### src/rtl/reg_write_arbiter_pkg.sv
// Shared types and default sizing for the round-robin register write arbiter.
package reg_write_arbiter_pkg;

    localparam int N_REQ_DEF   = 4;
    localparam int WIDTH_DEF   = 4;
    localparam int TIMEOUT_DEF = 8;

    typedef enum logic [1:0] {
        IDLE    = 2'b00,
        WRITE   = 2'b01,
        RELEASE = 2'b10
    } arb_state_t;

    function automatic int nextIndex(input int idx, input int n);
        return (idx + 1 >= n) ? 0 : idx + 1;
    endfunction

endpackage

### src/rtl/reg_write_arbiter_if.sv
// Requester-side bus of the arbiter; timeout_err exists only with REG_WRITE_ARBITER_TIMEOUT_EN.
interface reg_write_arbiter_if
    import reg_write_arbiter_pkg::*;
#(
    parameter int N_REQ = N_REQ_DEF,
    parameter int WIDTH = WIDTH_DEF
);
    localparam int IDX_W = (N_REQ > 1) ? $clog2(N_REQ) : 1;

    logic [N_REQ-1:0]       req;
    logic [N_REQ*WIDTH-1:0] data_in;
    logic [N_REQ-1:0]       gnt;
    logic [IDX_W-1:0]       owner;
    logic [WIDTH-1:0]       y;
    logic                   y_valid;
    logic                   wr_done;
    logic                   busy;
`ifdef REG_WRITE_ARBITER_TIMEOUT_EN
    logic                   timeout_err;

    modport master (output req, data_in,
                    input  gnt, owner, y, y_valid, wr_done, busy, timeout_err);
    modport slave  (input  req, data_in,
                    output gnt, owner, y, y_valid, wr_done, busy, timeout_err);
`else
    modport master (output req, data_in,
                    input  gnt, owner, y, y_valid, wr_done, busy);
    modport slave  (input  req, data_in,
                    output gnt, owner, y, y_valid, wr_done, busy);
`endif

endinterface

### src/rtl/reg_write_arbiter_rr_pick.sv
// Combinational round-robin pick: first asserted request at or above rr_ptr, wrapping.
module rr_pick
    import reg_write_arbiter_pkg::*;
#(
    parameter  int N_REQ = N_REQ_DEF,
    localparam int IDX_W = (N_REQ > 1) ? $clog2(N_REQ) : 1
) (
    input  logic [N_REQ-1:0] req_i,
    input  logic [IDX_W-1:0] rr_ptr_i,
    output logic [IDX_W-1:0] winner_o,
    output logic             any_req_o
);

    logic [IDX_W-1:0] idx;

    always_comb begin
        winner_o  = '0;
        any_req_o = 1'b0;
        idx       = '0;
        for (int k = 0; k < N_REQ; k++) begin
            idx = IDX_W'((int'(rr_ptr_i) + k) % N_REQ);
            if (!any_req_o && req_i[idx]) begin
                winner_o  = idx;
                any_req_o = 1'b1;
            end
        end
    end

endmodule

### src/rtl/reg_write_arbiter.sv
// Round-robin arbiter sharing one result register among N_REQ four-phase requesters.
// Define REG_WRITE_ARBITER_TIMEOUT_EN to abort a RELEASE that outlasts TIMEOUT cycles.
module reg_write_arbiter
    import reg_write_arbiter_pkg::*;
#(
    parameter int N_REQ = N_REQ_DEF,
    parameter int WIDTH = WIDTH_DEF
`ifdef REG_WRITE_ARBITER_TIMEOUT_EN
    ,
    parameter int TIMEOUT = TIMEOUT_DEF
`endif
) (
    input logic               clk,
    input logic               reset,
    reg_write_arbiter_if.slave bus
);

    localparam int IDX_W = (N_REQ > 1) ? $clog2(N_REQ) : 1;

    arb_state_t       state_q;
    logic [N_REQ-1:0] gnt_q;
    logic [IDX_W-1:0] owner_q;
    logic [IDX_W-1:0] rr_ptr_q;
    logic [IDX_W-1:0] rr_ptr_d;
    logic [WIDTH-1:0] y_q;
    logic             y_valid_q;
    logic             wr_done_q;
    logic             busy_q;
    logic [IDX_W-1:0] winner;
    logic             anyReq;
    logic [WIDTH-1:0] dataArr [N_REQ];

`ifdef REG_WRITE_ARBITER_TIMEOUT_EN
    localparam int CNT_W = $clog2(TIMEOUT + 1);
    logic [CNT_W-1:0] cnt_q;
    logic             timeout_err_q;
`endif

    for (genvar g = 0; g < N_REQ; g++) begin : g_unpack
        assign dataArr[g] = bus.data_in[g*WIDTH +: WIDTH];
    end

    // The pointer moves past the owner so it becomes lowest priority next round.
    assign rr_ptr_d = IDX_W'(nextIndex(int'(owner_q), N_REQ));

    rr_pick #(.N_REQ(N_REQ)) u_pick (
        .req_i    (bus.req),
        .rr_ptr_i (rr_ptr_q),
        .winner_o (winner),
        .any_req_o(anyReq)
    );

    always_ff @(posedge clk) begin
        if (reset) begin
            state_q   <= IDLE;
            gnt_q     <= '0;
            owner_q   <= '0;
            rr_ptr_q  <= '0;
            y_q       <= '0;
            y_valid_q <= 1'b0;
            wr_done_q <= 1'b0;
            busy_q    <= 1'b0;
`ifdef REG_WRITE_ARBITER_TIMEOUT_EN
            cnt_q         <= '0;
            timeout_err_q <= 1'b0;
`endif
        end else begin
            wr_done_q <= 1'b0;
`ifdef REG_WRITE_ARBITER_TIMEOUT_EN
            timeout_err_q <= 1'b0;
`endif
            case (state_q)
                IDLE: begin
                    if (anyReq) begin
                        state_q <= WRITE;
                        gnt_q   <= N_REQ'(1) << winner;
                        owner_q <= winner;
                        busy_q  <= 1'b1;
                    end
                end
                WRITE: begin
                    y_q       <= dataArr[owner_q];
                    y_valid_q <= 1'b1;
                    wr_done_q <= 1'b1;
                    rr_ptr_q  <= rr_ptr_d;
                    state_q   <= RELEASE;
`ifdef REG_WRITE_ARBITER_TIMEOUT_EN
                    cnt_q     <= '0;
`endif
                end
                RELEASE: begin
                    if (!bus.req[owner_q]) begin
                        state_q <= IDLE;
                        gnt_q   <= '0;
                        busy_q  <= 1'b0;
                    end
`ifdef REG_WRITE_ARBITER_TIMEOUT_EN
                    else if (cnt_q == CNT_W'(TIMEOUT - 1)) begin
                        state_q       <= IDLE;
                        gnt_q         <= '0;
                        busy_q        <= 1'b0;
                        timeout_err_q <= 1'b1;
                    end else begin
                        cnt_q <= cnt_q + CNT_W'(1);
                    end
`endif
                end
                default: begin
                    state_q <= IDLE;
                    gnt_q   <= '0;
                    busy_q  <= 1'b0;
                end
            endcase
        end
    end

    assign bus.gnt     = gnt_q;
    assign bus.owner   = owner_q;
    assign bus.y       = y_q;
    assign bus.y_valid = y_valid_q;
    assign bus.wr_done = wr_done_q;
    assign bus.busy    = busy_q;
`ifdef REG_WRITE_ARBITER_TIMEOUT_EN
    assign bus.timeout_err = timeout_err_q;
`endif

endmodule

### src/flat_wrapper.sv
// flat-port wrapper written by rule: the top's interface ports become plain ports
module reg_write_arbiter_flat import reg_write_arbiter_pkg::*;
#(
    parameter int N_REQ = N_REQ_DEF,
    parameter int WIDTH = WIDTH_DEF

)
  (clk, reset, bus_req, bus_data_in, bus_gnt, bus_owner, bus_y, bus_y_valid, bus_wr_done, bus_busy);
  reg_write_arbiter_if #(.N_REQ(N_REQ), .WIDTH(WIDTH)) bus_i ();
  input logic clk;
  input logic reset;
  input wire logic [$bits(bus_i.req)-1:0] bus_req;
  input wire logic [$bits(bus_i.data_in)-1:0] bus_data_in;
  output wire logic [$bits(bus_i.gnt)-1:0] bus_gnt;
  output wire logic [$bits(bus_i.owner)-1:0] bus_owner;
  output wire logic [$bits(bus_i.y)-1:0] bus_y;
  output wire logic [$bits(bus_i.y_valid)-1:0] bus_y_valid;
  output wire logic [$bits(bus_i.wr_done)-1:0] bus_wr_done;
  output wire logic [$bits(bus_i.busy)-1:0] bus_busy;
  assign bus_i.req = bus_req;
  assign bus_i.data_in = bus_data_in;
  assign bus_gnt = bus_i.gnt;
  assign bus_owner = bus_i.owner;
  assign bus_y = bus_i.y;
  assign bus_y_valid = bus_i.y_valid;
  assign bus_wr_done = bus_i.wr_done;
  assign bus_busy = bus_i.busy;
  reg_write_arbiter #(.N_REQ(N_REQ), .WIDTH(WIDTH)) u_core (.clk(clk), .reset(reset), .bus(bus_i));
endmodule
### config.mk
export PLATFORM = sky130hd
export DESIGN_NAME = reg_write_arbiter_flat
export DESIGN_NICKNAME = d
export VERILOG_FILES = /design/src/rtl/reg_write_arbiter_pkg.sv /design/src/rtl/reg_write_arbiter_if.sv /design/src/rtl/reg_write_arbiter_rr_pick.sv /design/src/rtl/reg_write_arbiter.sv /design/src/flat_wrapper.sv
export SDC_FILE = /design/constraint.sdc
export NUM_CORES = 1
export LEC_CHECK = 0
export CAP_MARGIN = 20
export CORE_AREA = 2 2 49 51
export DETAILED_ROUTE_END_ITERATION = 8
export DIE_AREA = 0 0 51 53
export GPL_TIMING_DRIVEN = 0
export PLACE_DENSITY = 0.82
export SYNTH_ARGS = -nofsm -noshare
export SYNTH_HDL_FRONTEND = slang
export SYNTH_SLANG_ARGS = --single-unit
export TNS_END_PERCENT = 30
### constraint.sdc
create_clock -name clk -period 2 [get_ports clk]
set_clock_uncertainty 0.1 [all_clocks]
set_input_delay 0.6 -clock clk [delete_from_list [all_inputs] [get_ports clk]]
set_output_delay 0.6 -clock clk [all_outputs]
set_load 0.02 [all_outputs]
Word level (Yosys, flattened, before mapping)
Cells that the tools add are included.

Magnitude comparators: 7. Shift-type cells: 1. Equal/unequal tests: 4. Reductions and logical operators: 10. Bitwise logic cells: 2. Add/subtract/negate cells: 4. Mux-type cells: 32.

Operators by type and width (number): two-way mux 4 bit (4); < comparator 2 x 3 -> 1 bit (second input constant) (5); two-way mux 2 bit (7); two-way mux 1 bit (12); one-hot mux 4 bit (3 select lines) (1); binary-select mux 1 bit (select 2 bit) (5); binary-select mux 4 bit (select 2 bit) (1); greater-or-equal comparator 3 bit (second input constant) (2); one-hot mux 2 bit (3 select lines) (1); adder 2 bit (second input constant) (2); AND reduction 2 bit (2); << shifter 1 x 2 -> 4 bit (first input constant) (1); adder 2 x 1 -> 3 bit (second input constant) (1); logical AND 1 bit (3); zero test 1 bit (3); inverter 2 -> 3 bit (1); one-hot mux 1 bit (3 select lines) (1); AND reduction 3 bit (1); adder 2 x 1 -> 2 bit (second input constant) (1); == test 2 x 1 -> 1 bit (second input constant) (1); == test 2 bit (second input constant) (1); zero test 2 bit (1); != test 2 x 1 -> 1 bit (second input constant) (1); != test 2 bit (second input constant) (1); inverter 1 bit (1).

Bits in registers: 17. Output and inout bits: 13. Word-level logic and storage cells: 68.

Logic depth before layout (Yosys ltp)
Depth in word-level cells: 15. Mapped depth: 5. Mapped depth without buffers: 4.

Hierarchy
From an unflattened synthesis, not the netlist that was laid out.

Cell total of the unflattened synthesis: 96. Area total of the unflattened synthesis: 923.4 µm².

Modules (own cells, without submodules): reg_write_arbiter (instances 1, area each 845.8 µm², cells an instance 81, seq. area each 340.3 µm²); rr_pick (instances 1, area each 77.6 µm², cells an instance 15, seq. area each 0.0 µm²).

Worst setup path after synthesis
OpenSTA, ideal clock, no wires.

Path kind: input to register. Start point: input bus_req[0]. End point: register u_core.gnt_q[0] (netlist: u_core.bus.gnt[0]). Cell stages on the path: 4. Path buffers: 0. Required time: 1783 ps. Setup slack: 401 ps. Arrival time: 1382 ps. Cell sequence: nor4_2 > or3_4 > nor2_4 > a32o_1.

Longest elaborated chain between the ends: 15. Elaborated cells between the ends (all ways): 30.

RTL lines: start: declaration (line flat_wrapper.sv:12) `input wire logic [$bits(bus_i.req)-1:0] bus_req;`; binary-select mux 1 bit (select 2 bit) (line reg_write_arbiter_rr_pick.sv:22) `if (!any_req_o && req_i[idx]) begin`; two-way mux 1 bit (implied by the code) (line reg_write_arbiter_rr_pick.sv:22); two-way mux 1 bit (line reg_write_arbiter_rr_pick.sv:22); zero test 1 bit (line reg_write_arbiter_rr_pick.sv:22); logical AND 1 bit (line reg_write_arbiter_rr_pick.sv:22); two-way mux 1 bit (line reg_write_arbiter_rr_pick.sv:22); zero test 1 bit (line reg_write_arbiter_rr_pick.sv:22); logical AND 1 bit (line reg_write_arbiter_rr_pick.sv:22); two-way mux 1 bit (line reg_write_arbiter_rr_pick.sv:22); zero test 1 bit (line reg_write_arbiter_rr_pick.sv:22); logical AND 1 bit (line reg_write_arbiter_rr_pick.sv:22); two-way mux 2 bit (line reg_write_arbiter_rr_pick.sv:22); << shifter 1 x 2 -> 4 bit (line reg_write_arbiter.sv:76) `gnt_q <= N_REQ'(1) << winner;`; two-way mux 4 bit (line reg_write_arbiter.sv:74) `if (anyReq) begin`; one-hot mux 4 bit (3 select lines) (line reg_write_arbiter.sv:72) `case (state_q)`; end signal: assignment (line reg_write_arbiter.sv:76); end: declaration (line reg_write_arbiter.sv:21) `logic [N_REQ-1:0] gnt_q;`.

Several ways; a longest one is shown, not always the timed one. The select of a mux whose other input is x is not followed. A chain may end at the register's enable or synchronous reset.

Worst setup path in the final report
Start point: register u_core.gnt_q[2] (netlist: u_core.bus.gnt[2]). End point: output bus_gnt[2].

RTL lines: end: declaration (line flat_wrapper.sv:14) `output wire logic [$bits(bus_i.gnt)-1:0] bus_gnt;`.

No word-level cell between the ends.

==> run metrics <==
hold crit path type reg2reg; met1 Track Usage GR between 15 and 20%; PortBufs 34; CP arrival roughly 1.3 ns; top-count cell post-synth dfxtp_1; synth cell count leaders dfxtp_1, nand2_1, a21oi_1; crit end category output pin; RSZ-0062 raised after global routing false; routability cong. 0.756; CP Buf/Inv Count 1; Async S/R FF share, synth 0%; Worst setup SP type flop; Slew Limit Fails 0; Synth Net Count 110; Slew @ Worst Pin 0.408 ns; count of final setup violators 0; Die X 51 um; Max-slew headroom 72.7%; Hold Slack between 0.3 and 0.4 ns; hold depth 2; clk buf depth 2; Synth area leaders dfxtp_1, mux4_2, nand2_1, a21oi_1, a32o_1; critical path required time 1.30 ns; GRT Util Overall 16.7%; core box area around 2100 um^2; global-route track usage on met2 33.1%; Remaining Overflow, GRT 0; Final Hold Vio Count 0; Post-Syn Instances 87; Critical Path Fanout Max 2; fin nets 149; smallest setup slack after layout just under 0.05 ns; H-tree lvl count 1; Leak Pwr 0.468 nW; Max Cap Viol 0; cell family with most CP delay buffers and inverters; first-pass GRT wire length 3420 um; DR vias/cell 5.30; Peak VDD IR ~0.00046 V; P&R area growth vs syn 47.5%; CTS resizes 2; final worst-path cycle share 97.6%; Initial DRC Count 6; met3 GRT Util 3.95%; Antenna Cells 0; WS Path Type reg2out; Final Power about 0.90 mW; count of cell types in the netlist 33; min Tclk post-route around 2 ns; Num CTS Buffers 3; Seq/Total Area, Yosys 39.5%; DP Worst Slack -0.246 ns; Mapped Area roughly 860 um^2; Die Y 53 um; residual DRC count 0; syn_area_per_cell 9.91 um^2; io pins 35; Root Driver clkbuf_4; #FFs+latches synth 17; CTS Hold Bufs 0; DRT antenna net count 0; die area 2700 um^2; CTS clock-pin slew for the worst setup and hold paths 0.10 ns; Final Util 59.2%; final WL 2080 um; CP peak stage delay ~0.61 ns; TNS Setup 0 ns; Post-synth EDFFs 0; CTS Sinks 17; CP Depth 1; grt peak-use layer met2; top cell type's share of synthesized area 39.5%; R2R cell count 5; f_max 513 MHz; vias in the first global route about 840; predominant post-synthesis flop cell dfxtp_1; share of cells above drive strength 1 13.6%; num rows 17; Post-CTS Setup Inserts 0; Initial DRT Pass Iterations 2; largest net degree at the start of global routing 11; Pwr Density slightly above 700 nW/um^2; total number of vias 811; Post-DP HPWL 1600 um; DR WL/cell 13.6 um; Crit-path slowest cell clkdlybuf4s50_1; Synth Warn # 0; TritonCTS clock tree done; starting density of the core 40.1%; status complete, no violations; cell breakdown of the critical path clkdlybuf4s50_1; biggest area consumer among synthesized cells dfxtp_1; Clock Latency Late Sink ~0.28 ns; initial antenna violation count 0
-- final timing paths --
check	from	end	slack (ns)
max	u_core.bus.gnt[2]	bus_gnt[2]	0.05
min	u_core.bus.y[0]	u_core.bus.y[0]	0.36
max reg2reg	u_core.bus.owner[0]	u_core.bus.gnt[2]	0.45
min reg2reg	u_core.bus.y[0]	u_core.bus.y[0]	0.36
-- power by group --
group / internal, mW / switching (mW) / total, mW
Clock: 0.0742 / 0.111 / 0.185
Combinational: 0.167 / 0.142 / 0.309
Sequential: 0.374 / 0.0276 / 0.402
Total: 0.615 / 0.280 / 0.896
-- cell families (layout without fill, tap and decap cells) --
| kind of cell | Yosys count | after routing | synth area share [%] |
|---|---|---|---|
| and+or+nand+nor | 35 | 35 | 21.9 |
| AOI/OAI and AO/OA | 23 | 23 | 19.9 |
| DFF | 17 | 17 | 39.5 |
| muxes | 6 | 6 | 13.4 |
| buffers and inverters | 5 | 43 | 3.92 |
| adders and majority gates | 1 | 1 | 1.45 |
-- flip-flops by register name, summed over array words and instances, names as in the netlist --
name and flops:
u_core.bus.gnt 4, u_core.bus.y 4, u_core.bus.owner 2, u_core.rr_ptr_q 2, u_core.state_q 2, u_core.bus.busy 1, u_core.bus.wr_done 1, u_core.bus.y_valid 1
-- cells in the final DEF, fill, tap and decap left out, types with 2 or more instances in the layout --
master	n
nor2b_1	4
clkbuf_1	2
clkbuf_4	3
o21ai_0	2
nand2_1	13
clkdlybuf4s50_1	32
mux4_2	4
nor2_1	5
dlygate4sd2_1	2
nand2b_1	3
dfxtp_1	17
a32o_1	4
nor3_1	2
buf_6	2
a21oi_1	8
-- final cells by class --
cell class	count	area, um^2
Clock inverter	1	5.00
Buffer	4	30.0
Timing Repair Buffer	34	338
Multi-Input combinational cell	65	497
Clock buffer	3	22.5
Sequential cell	17	340
Inverter	1	3.75
Tap cell	28	35.0
Fill cell	196	877
-- stage by stage --
step,area [um^2],instances
3_3_place_gp,1240,149
3_5_place_dp,1240,149
4_1_cts,1260,153
5_1_grt,1270,153
2_1_floorplan,862,87
6_report,1270,153
-- metal layers --
| layer | vias to the layer above | routed length (um) |
|---|---|---|
| met5 | - | 0 |
| met4 | 0 | 10 |
| met3 | 2 | 182 |
| met2 | 35 | 998 |
| met1 | 377 | 886 |
| li1 | 397 | - |
No activity file was read; power rests on OpenSTA's default activity.
==> patch 1, RTL diff (same settings) <==
`N_REQ_DEF`: 4 -> 2.
--- a/src/rtl/reg_write_arbiter_pkg.sv
+++ b/src/rtl/reg_write_arbiter_pkg.sv
@@ -1,7 +1,7 @@
 // Shared types and default sizing for the round-robin register write arbiter.
 package reg_write_arbiter_pkg;
 
-    localparam int N_REQ_DEF   = 4;
+    localparam int N_REQ_DEF   = 2;
     localparam int WIDTH_DEF   = 4;
     localparam int TIMEOUT_DEF = 8;
 
Interface: changed (resized bus_data_in, bus_gnt, bus_owner and bus_req); port bits go from 35 to 22. The function was not compared with the original's and may differ.
==> patch 1 against the unedited design <==
  * Routed wire length fell by 42%
  * Die area did not move
  * Worst setup slack improved by 14 ps
  * Sequential cell count fell by 4
  * Area after synthesis fell by 36%
  * Final area fell by 35%
  * Total power fell by 29%
  * Largest power group unchanged
  * Highest routed layer is now met3
==> patch 1: results (changes against the unedited design) <==
cts_setup_buffers: 0  # unchanged
met1_usage_pct: 10.8  # -6.8 points
regArea_um2: 260  # -24%
dpl.hpwl_um: 923  # -42%
status: "finished clean"
endpoint: "bus_gnt[1]"
ys_seq_area_share_pct: 46.8  # +7.4 points
met3_usage_pct: 6.50  # +2.5 points
synth_cell_types: 21  # -36%
wl_per_cell_um: 10.7  # -21%
wl_met3_um: 93  # -49%
min_from: "u_core.rr_ptr_q"
nets: 98  # -34%
r2r_setup_slack_ps: 570  # +120 ps
grt_pass1_vias: 497  # -41%
crit_start: "u_core.bus.gnt[1]"
placed_cell_area_um2: 801  # -35%
switching_power_uw: 185  # -34%
grt_use_met2_pct: 17.3  # -16 points
wl_met2_um: 585  # -41%
dpl.cell_count: 109  # -27%
drt-initial-drc-count: 4  # -2
wl_met1_um: 526  # -41%
power.leakage_uw: 0.000307  # -34%
holdPathEnd: "u_core.rr_ptr_q"
drtPass1Iterations: 4  # +2
path_clk_slew_ps: 80  # -20 ps
highest_layer: "met3"
n_fill_cell: 213  # +8.7%
grt_use_total_pct: 10.5  # -6.2 points
vias: 516  # -36%
grt_pass1_wl_mm: 2.06  # -40%
peakVddDrop_mv: 0.393  # -14%
period_needed_ps: 1940  # -13.8 ps
synth_area_leaders: "dfxtp_1 (47%), nor2_1 (7.4%), mux2i_1 (7.2%), a211oi_1 (6.8%), nand2b_1 (4.5%)"
fin_hold_ws_ps: 378  # +19.1 ps
synth_commonest_cells: "dfxtp_1 (13), nor2_1 (11), a211oi_1 (5)"
worst_slew_pin_slew_ps: 418  # +9.70 ps
regToRegStartpoint: "u_core.bus.owner"
via_per_inst: 4.57  # -14%
routabilityCongestion: 0.762  # +0.86%
drive_above_1_share_pct: 8.24  # -5.4 points
cts_resized: 0  # -2
critPathMaxFanout: 3  # +1
-- patch 1: cell types whose count changed in the layout (fill, tap and decap cells not counted), moves of 5 or more --
cell / change
clkdlybuf4s50_1: -11
nand2_1: -11
nor2_1: +6
a211oi_1: +5
a21oi_1: -5
-- patch 1: power by group through the flow --
stage	Sequential, uW	Clock [uW]	Combinational, uW
after CTS	305	168	172
after detailed placement	310	0	171
final	305	161	170
after floorplan	332	0	70.9
after global placement	309	0	166
after global routing	309	182	184
-- patch 1: cells by family (layout without fill, tap and decap cells) --
kind of cell | after synthesis | count (layout) | share of synthesized area [%]
flops | 13 | 13 | 46.8
compound gates | 16 | 16 | 20.5
mux | 5 | 5 | 9.91
buf+inv | 6 | 31 | 5.63
simple gates | 20 | 20 | 17.1
-- patch 1: layout make-up --
cell class	instances	area share (%)
Buffer	3	2.42
Sequential cell	13	31.4
Multi-Input combinational cell	41	31.9
Timing Repair Buffer	21	25.4
Clock buffer	3	2.72
Tap cell	28	4.23
Clock inverter	1	0.604
Inverter	3	1.36
==> patch 2, RTL diff (same flow settings) <==
Without the edit above. Reset style: asynchronous (`reset`), changed in one clocked block.
--- a/src/rtl/reg_write_arbiter.sv
+++ b/src/rtl/reg_write_arbiter.sv
@@ -50,7 +50,7 @@
         .any_req_o(anyReq)
     );
 
-    always_ff @(posedge clk) begin
+    always_ff @(posedge clk or posedge reset) begin
         if (reset) begin
             state_q   <= IDLE;
             gnt_q     <= '0;
Check against the original RTL: differs if reset is asserted again (counterexample within 4 cycles, from zero or initial values and one cycle with reset high); with reset held inactive, the same outputs for 10 cycles.
==> patch 2 against the unedited design <==
  * Final area is 3.3% higher
  * Sequential cell count stayed put
  * Non-clock buffer count is the same
  * Via count is 9.7% lower
  * Area after synthesis increased by 3.6%
  * Global-route usage up 0.42 points
  * Worst setup slack gained 7.1 ps
  * Routed wire length is 1.7% lower
  * Critical path type unchanged
  * Critical endpoint is now bus_gnt[0]
  * Highest routed layer unchanged
Power is not compared: it rests on default switching activity, and its combinational part moved more than twofold at a synthesized area within 25%.
==> patch 2: results (changes against the unedited design) <==
wl_mm: 2.04  # -1.7%
met3_usage_pct: 5.37  # +1.4 points
drt-initial-drc-count: 3  # -3
ys_warn_count: 0  # unchanged
synth_fp_nets: 94  # -15%
r2r_setup_slack_ps: 400  # -50 ps
synth_area_leaders: "dfrtp_1 (48%), mux4_2 (10%), mux2_2 (7.6%), a21o_1 (2.5%), a32o_2 (2.5%)"
htree_levels: 1  # unchanged
synth_flop_cell: "dfrtp_1"
cts_resized: 2  # unchanged
layout.cells.non_filler: 137  # -10%
worst_slew_pin_slew_ps: 623  # +215 ps
grt_pass1_vias: 787  # -6.2%
fin_hold_ws_ps: 368  # +9.56 ps
final_core_util_pct: 61.2  # +2.0 points
pre_cts_slack_ps: -276  # -30.1 ps
synth_compound_area_share_pct: 18.1  # -1.8 points
netlist_instances: 71  # -18%
switching_power_uw: 715
met1_usage_pct: 19.6  # +2.0 points
setup_ws_ps: 56.0  # +7.06 ps
grt_use_met2_pct: 30.3  # -2.8 points
vias: 732  # -9.7%
status: "finished clean"
ys_seq_area_share_pct: 47.6  # +8.1 points
drive_above_1_share_pct: 22.9  # +9.3 points
placed_cell_area_um2: 1270  # +2.5%
dpl.hpwl_mm: 1.58  # -1.3%
synth_cell_types: 29  # -12%
grt_max_degree: 18  # +7
drtPass1Iterations: 2  # unchanged
async_flop_share_pct: 100  # +100 points
synthAdderAreaFrac_pct: 1.40  # -0.051 points
n_fill_cell: 183  # -6.6%
routabilityCongestion: 0.775  # +2.5%
nets: 133  # -11%
grt_use_total_pct: 17.1  # +0.42 points
grt_pass1_wl_mm: 3.44  # +0.61%
power.leakage_uw: 0.000644
synthMuxAreaShare_pct: 18.8  # +5.4 points
synth_commonest_cells: "dfrtp_1 (17), mux2_2 (6)"
[patch 2: final timing paths]
kind / start / endpoint / cells past startpoint
max: u_core.bus.gnt[0] / bus_gnt[0] / 1
min: u_core.bus.y_valid / u_core.bus.y_valid / 1
max reg2reg: u_core.bus.owner[1] / u_core.bus.gnt[3] / 4
min reg2reg: u_core.bus.y_valid / u_core.bus.y_valid / 1
max in group asynchronous: reset / u_core.bus.gnt[3] / 2
min in group asynchronous: reset / u_core.bus.y[3] / 2
[patch 2: cell type report]
| type | count | area share, % |
|---|---|---|
| clock buffer | 3 | 1.71 |
| clock inverter | 1 | 0.381 |
| tap | 28 | 2.67 |
| inverter | 4 | 1.14 |
| buffer | 4 | 2.38 |
| timing repair buffer | 34 | 27.2 |
| multi-input combinational | 46 | 32.1 |
| sequential | 17 | 32.4 |
[patch 2: routing by layer]
metal | routed length [um] | vias to the layer above
li1 | - | 343
met2 | 976 | 33
met4 | 12 | 0
met3 | 190 | 2
met1 | 861 | 354
met5 | 0 | -
